File: src/rtl/dmem_unit.sv
// rtl/dmem_unit.sv - RISC-V data memory: lane stores, extended loads, clear sweep, counters
// Optional misaligned-access trapping is enabled by defining DMEM_MISALIGN_TRAP_EN.
module dmem_unit #(
    parameter int DEPTH_WORDS = 128,
    parameter int IDX_W       = $clog2(DEPTH_WORDS)
) (
    input  logic             clk,
    input  logic             reset,
    input  logic             mem_w,
    input  logic             mem_r,
    input  logic [31:0]      addr,
    input  logic [31:0]      wdata,
    input  logic [2:0]       dm_type,
    output logic [31:0]      rdata,
    output logic             busy,
    output logic             fault,
    output logic [31:0]      fault_addr,
    output logic [15:0]      load_cnt,
    output logic [15:0]      store_cnt,
    input  logic [IDX_W-1:0] dbg_idx,
    output logic [31:0]      dbg_data
);

    localparam logic S_CLEAR = 1'b0;
    localparam logic S_IDLE  = 1'b1;

    logic [31:0]      mem_q [DEPTH_WORDS];
    logic             state_q, state_d;
    logic [IDX_W-1:0] ptr_q, ptr_d;
    logic [15:0]      load_cnt_q, load_cnt_d;
    logic [15:0]      store_cnt_q, store_cnt_d;
    logic             fault_q, fault_d;
    logic [31:0]      fault_addr_q, fault_addr_d;

    logic [IDX_W-1:0] idx;
    logic [1:0]       off;
    logic [31:0]      cur_word;
    logic             is_half, is_byte, is_word, is_signed;
    logic             misal, trap;
    logic [3:0]       be;
    logic [31:0]      st_data, merged;
    logic [31:0]      shifted, load_ext;
    logic [15:0]      half_v;
    logic [7:0]       byte_v;
    logic             wr_en;
    logic [IDX_W-1:0] wr_idx;
    logic [31:0]      wr_word;

    always_comb begin
        idx       = addr[IDX_W+1:2];
        off       = addr[1:0];
        cur_word  = mem_q[idx];
        is_half   = (dm_type == 3'b001) || (dm_type == 3'b010);
        is_byte   = (dm_type == 3'b011) || (dm_type == 3'b100);
        is_word   = !is_half && !is_byte;
        is_signed = (dm_type == 3'b001) || (dm_type == 3'b011);
        misal     = (is_half && off[0]) || (is_word && (off != 2'b00));
`ifdef DMEM_MISALIGN_TRAP_EN
        trap      = misal;
`else
        trap      = 1'b0;
`endif

        // Half accesses pick their lane pair from off[1] only, so off[0] is don't-care when not trapping
        if (is_word)      be = 4'hF;
        else if (is_half) be = off[1] ? 4'hC : 4'h3;
        else              be = 4'b0001 << off;

        if (is_word)      st_data = wdata;
        else if (is_half) st_data = {2{wdata[15:0]}};
        else              st_data = {4{wdata[7:0]}};

        for (int i = 0; i < 4; i++) begin
            merged[8*i +: 8] = be[i] ? st_data[8*i +: 8] : cur_word[8*i +: 8];
        end

        shifted = cur_word >> {off, 3'b000};
        byte_v  = shifted[7:0];
        half_v  = off[1] ? cur_word[31:16] : cur_word[15:0];
        if (is_byte)      load_ext = {{24{is_signed & byte_v[7]}}, byte_v};
        else if (is_half) load_ext = {{16{is_signed & half_v[15]}}, half_v};
        else              load_ext = cur_word;

        rdata = ((state_q == S_IDLE) && !trap) ? load_ext : 32'h0;

        if (state_q == S_CLEAR) begin
            wr_en   = 1'b1;
            wr_idx  = ptr_q;
            wr_word = 32'h0;
        end else begin
            wr_en   = mem_w && !trap;
            wr_idx  = idx;
            wr_word = merged;
        end
    end

    always_comb begin
        state_d      = state_q;
        ptr_d        = ptr_q;
        load_cnt_d   = load_cnt_q;
        store_cnt_d  = store_cnt_q;
        fault_d      = fault_q;
        fault_addr_d = fault_addr_q;
        if (state_q == S_CLEAR) begin
            ptr_d = ptr_q + IDX_W'(1);
            if (ptr_q == IDX_W'(DEPTH_WORDS - 1)) state_d = S_IDLE;
        end else begin
            if (mem_r) load_cnt_d  = load_cnt_q + 16'd1;
            if (mem_w) store_cnt_d = store_cnt_q + 16'd1;
            if (trap && (mem_r || mem_w)) begin
                fault_d = 1'b1;
                if (!fault_q) fault_addr_d = addr;
            end
        end
    end

    always_ff @(posedge clk) begin
        if (reset) begin
            state_q      <= S_CLEAR;
            ptr_q        <= '0;
            load_cnt_q   <= 16'h0;
            store_cnt_q  <= 16'h0;
            fault_q      <= 1'b0;
            fault_addr_q <= 32'h0;
        end else begin
            state_q      <= state_d;
            ptr_q        <= ptr_d;
            load_cnt_q   <= load_cnt_d;
            store_cnt_q  <= store_cnt_d;
            fault_q      <= fault_d;
            fault_addr_q <= fault_addr_d;
        end
    end

    // Array is deliberately not reset; the sweep clears it one word per cycle
    always_ff @(posedge clk) begin
        if (!reset && wr_en) mem_q[wr_idx] <= wr_word;
    end

`ifndef DMEM_MISALIGN_TRAP_EN
    logic unused_addr_hi;
    assign unused_addr_hi = ^{addr[31:IDX_W+2], misal};
`endif

    assign busy       = (state_q == S_CLEAR);
    assign fault      = fault_q;
    assign fault_addr = fault_addr_q;
    assign load_cnt   = load_cnt_q;
    assign store_cnt  = store_cnt_q;
    assign dbg_data   = mem_q[dbg_idx];

endmodule
File: config.mk
export PLATFORM = sky130hd
export DESIGN_NAME = dmem_unit
export DESIGN_NICKNAME = d
export VERILOG_FILES = /design/src/rtl/dmem_unit.sv
export SDC_FILE = /design/constraint.sdc
export NUM_CORES = 2
export LEC_CHECK = 0
export BUFFER_PORTS_ARGS = -buffer_cell sky130_fd_sc_hd__clkbuf_2
export CORE_UTILIZATION = 57
export DETAILED_ROUTE_END_ITERATION = 10
export MAX_ROUTING_LAYER = met4
export PLACE_DENSITY = 0.73
export SLEW_MARGIN = 25
export SYNTH_ARGS = -nofsm -noshare
export SYNTH_HDL_FRONTEND = slang
export SYNTH_SLANG_ARGS = --single-unit
File: constraint.sdc
create_clock -name clk -period 10.35 [get_ports clk]
set_input_delay 0.5175 -clock clk [delete_from_list [all_inputs] [get_ports clk]]
set_output_delay 0.5175 -clock clk [all_outputs]
set_load 0.01 [all_outputs]
==> out/qor.csv <==
stage;metric;value;unit
layout;layout cells sized above 1;40.5;%
placed_design;DP Area;201000;um2
detailed_routing;Met1 Routed Length;208000;um
detailed_routing;met3 wire len;101000;um
layout;post-route cell area;215000;um2
sta;Final Hold Fails;0;
layout;Final #Nets;9337;
logic_synthesis;Yosys reg bits;4136;
detailed_routing;DRT Pass-1 Iters;8;
sta;setup TNS;0;ns
die;# rows;213;
worst_setup_path;crit path to;rdata[26];
clocking;clock buffer depth;4;
global_routing;largest net degree at the start of global routing;132;
clocking;Root Buffer;clkbuf_16;
layout;synthesis-to-finish area growth;11.0;%
worst_setup_path;FF-to-FF End;mem_q[44][12];
power_and_ir_drop;Lkg Pwr;0.0686;uW
sta;endpoints failing setup;0;
clocking;Clock transition at path regs;0.06;ns
die;Die Wd;585;um
sta;slew margin rel.;20.1;%
worst_setup_path;largest delay contributor family on the critical path;buffers and inverters;
logic_synthesis;combinational family with the most area after synthesis;multiplexers;
sta;RSZ-0062 raised after global routing;false;
detailed_routing;post-route ant nets;0;
die;Ports;208;
clocking;Post-CTS Setup Repair Bufs;0;
logic_synthesis;unique cell type count in the Yosys netlist;79;
layout;area of the multi-input gates;67500;um2
global_routing;global route total overflow;0;
logic_synthesis;Yosys top cell area share;63.5;%
logic_synthesis;post-synthesis mux area share;30.2;%
placed_design;port bufs;151;
placed_design;post-DP HPWL;376000;um
logic_synthesis;Post-Synth Simple-Gate Area;1.78;%
worst_setup_path;Worst setup startpoint;addr[3];
worst_setup_path;critical path buffer and inverter count;4;
worst_setup_path;CP startpoint kind;primary input;
worst_setup_path;flop2flop setup slack;5.32;ns
worst_setup_path;cell chain of the critical path;buf_8 -> buf_4 -> mux4_2 -> nor2b_1 -> a2111oi_0 -> nor4_1 -> nor4_2 -> a221oi_2 -> a22oi_2 -> buf_4 -> o211ai_1 -> clkbuf_2;
detailed_routing;DRT Wirelength;651000;um
detailed_routing;met2 routed WL;290000;um
power_and_ir_drop;pwr dens;170;nW/um2
worst_setup_path;Critical Path AT;6.17;ns
die;core area;337000;um2
global_routing;vias in the first global route;110000;
logic_synthesis;post-synthesis sequential area ratio;63.9;%
logic_synthesis;area leader, netlist;edfxtp_1;
worst_setup_path;worst r2r src;mem_q[47][12];
logic_synthesis;mapped cell area;194000;um2
placed_design;dpl ws;3.69;ns
worst_setup_path;R2R cell count;9;
die;DIE HEIGHT;585;um
clocking;TritonCTS clock tree;built;
detailed_routing;routed via count;111000;
global_routing;initial antenna violation count;92;
logic_synthesis;Cells after Synth;9011;
global_routing;global-route wire length before repair;895000;um
logic_synthesis;mean post-synth cell area;21.5;um2
sta;Final min period;6.69;ns
detailed_routing;top layer reached by signal wires;met4;
clocking;worst skew pair latency;1.00;ns
logic_synthesis;asr flop ratio synth;0;%
worst_setup_path;Slowest Stage Delay on Critical Path;0.93;ns
logic_synthesis;Ys Warns;0;
detailed_routing;post-DR vias/cell;7.77;
layout;sequential cell area;124000;um2
sta;crit share post-route;64.6;%
clocking;H-tree Lvls;5;
hold_path;class of the worst hold path;in -> reg;
die;DIE AREA;342000;um2
outcome;outcome;completed;
clocking;clk sinks;4136;
sta;Clock Skew;0.0495;ns
worst_setup_path;WS Path Type;in -> out;
detailed_routing;DR WL/cell;45.7;um
clocking;TritonCTS buffer count;423;
die;Initial Util;57.4;%
worst_setup_path;Worst path slowest cell;a2111oi_0;
power_and_ir_drop;Tot Pwr;36700;uW
detailed_routing;drt drc;0;
layout;post-layout util;63.8;%
logic_synthesis;Post-Synth Adder-Cell Area;0.0194;%
logic_synthesis;number of synthesized flops with an enable pin;4096;
logic_synthesis;Synth Area in XOR/XNOR;0.158;%
clocking;cts hold-fix bufs;1;
logic_synthesis;synth top area cells;edfxtp_1 (63%), mux4_2 (28%), mux2i_1 (1.4%);
power_and_ir_drop;Worst IR Drop VDD;0.148;mV
flow_run;Max Cap Viol;0;
worst_setup_path;CP Depth;12;
worst_setup_path;CP endpoint kind;primary output;
layout;Fillers;22100;
sta;Final Max Tran Viols;0;
sta;final worst slack;3.66;ns
sta;Worst Tran Pin Value;1.19;ns
detailed_routing;Starting DRT DRC Count;20200;
global_routing;GRT Util Overall;39.8;%
worst_setup_path;Critical Path Fanout Max;82;
logic_synthesis;prevailing post-synth register cell;edfxtp_1;
worst_setup_path;most used cell, CP;buf_4;
worst_setup_path;Worst EP required;9.83;ns
sta;FMAX;0.150;GHz
placed_design;routability cong.;1.02;
clocking;post_cts resized;0;
logic_synthesis;Synth Area in Compound Gates;1.87;%
## cell families after synthesis
family	Yosys count
AOI/OAI and AO/OA	498
DFF	4136
buffers and inverters	758
xor gates and xnor gates	35
adders and majority gates	3
and+or+nand+nor	786
other	1
muxes	2794
## cells in the mapped netlist, types with 10 or more instances
library cell  count
o221ai_1         14
mux2_2           90
clkbuf_1        311
o21ai_1          10
o22ai_1          26
edfxtp_1       4096
a32o_1           12
buf_4           148
a22oi_1          84
a22o_1           16
inv_1            12
and2_1           21
buf_2           149
or3_1            10
o211ai_1         28
nand2_1         261
nand3_2          10
and3_1           14
a221oi_1         16
a32oi_1          31
o21ai_0          49
xor2_1           27
a21oi_1          68
nor3_1           30
buf_6            59
nand3_1          81
nor2_1          299
mux2i_1         277
a211oi_1         57
buf_1            68
dfxtp_1          40
mux4_2         2427
a31oi_1          11
nor2b_1          23
## routing by layer
layer	up-vias	track usage (%)
met4	0	24.4
met5	-	-
li1	40500	-
met3	1860	13.5
met2	9510	55.9
met1	58800	50.4
## flip-flops by register name (all words and copies together) (netlist names)
name	count
store_cnt	16
state_q	1
load_cnt	16
mem_q	4096
ptr_q	7
## worst reg2reg max path, stage by stage (launching register included)
cell and delay [ns]:
edfxtp_1 0.39, mux4_2 0.49, mux4_2 0.57, a22o_1 0.30, a221oi_2 0.84, nor2_1 0.09
a21oi_1 0.55, o21ai_0 0.41, and2_4 0.51, buf_4 0.43
## worst min-delay path by stage
stage / startpoint / to / slack, ns / depth (start not counted)
finish: reset / ptr_q[1] / 0.14 / 3
global route: reset / ptr_q[3] / 0.15 / 3
CTS: reset / ptr_q[6] / 0.1 / 3
detailed placement: load_cnt[1] / load_cnt[1] / 0.49 / 2
global placement: load_cnt[15] / load_cnt[15] / 0.49 / 2
floorplan: ptr_q[6] / state_q / 0.49 / 2
## metrics by stage
stage	instances	hold WS, ns
2_1_floorplan	9043	0.485
3_3_place_gp	13300	0.493
3_5_place_dp	13300	0.489
4_1_cts	14100	0.0960
5_1_grt	14200	0.149
6_report	14200	0.137
## final cells by class
| type | count | area share [%] |
|---|---|---|
| Timing Repair Buffer | 532 | 1.93 |
| Multi-Input combinational cell | 4149 | 31.4 |
| Inverter | 14 | 0.0331 |
| Tap cell | 4515 | 2.62 |
| Clock buffer | 516 | 5.23 |
| Antenna cell | 127 | 0.148 |
| Clock inverter | 259 | 1.14 |
| Sequential cell | 4136 | 57.5 |
## power breakdown
part	internal (uW)	switching [uW]
logic	1240	1920
registers	18100	12.1
clock network	8770	6580
## cells in the final DEF (no fill, tap or decap), types with 15 or more instances in the layout
master,netlist,layout
clkinv_2,0,83
nor2b_1,23,21
o21ai_1,10,15
nor2_1,299,162
a211oi_1,57,46
o21ai_0,49,41
a32oi_1,31,31
clkinv_1,1,94
buf_12,2,34
mux2_2,90,90
clkbuf_1,311,75
buf_4,148,340
conb_1,1,33
o211ai_1,28,28
xor2_1,27,27
nand3_2,10,18
dfxtp_1,40,39
clkbuf_2,0,138
a22oi_1,84,84
bufinv_16,0,43
edfxtp_1,4096,4096
nor2_4,0,133
mux2i_1,277,273
a22o_1,16,16
clkbuf_16,0,435
nand3_1,81,73
mux4_2,2427,2427
and2_1,21,17
a21oi_1,68,61
clkinvlp_4,0,20
diode_2,0,127
nand2_1,261,261
nor3_1,30,24
o22ai_1,26,25
(Power assumes the default switching activity.)
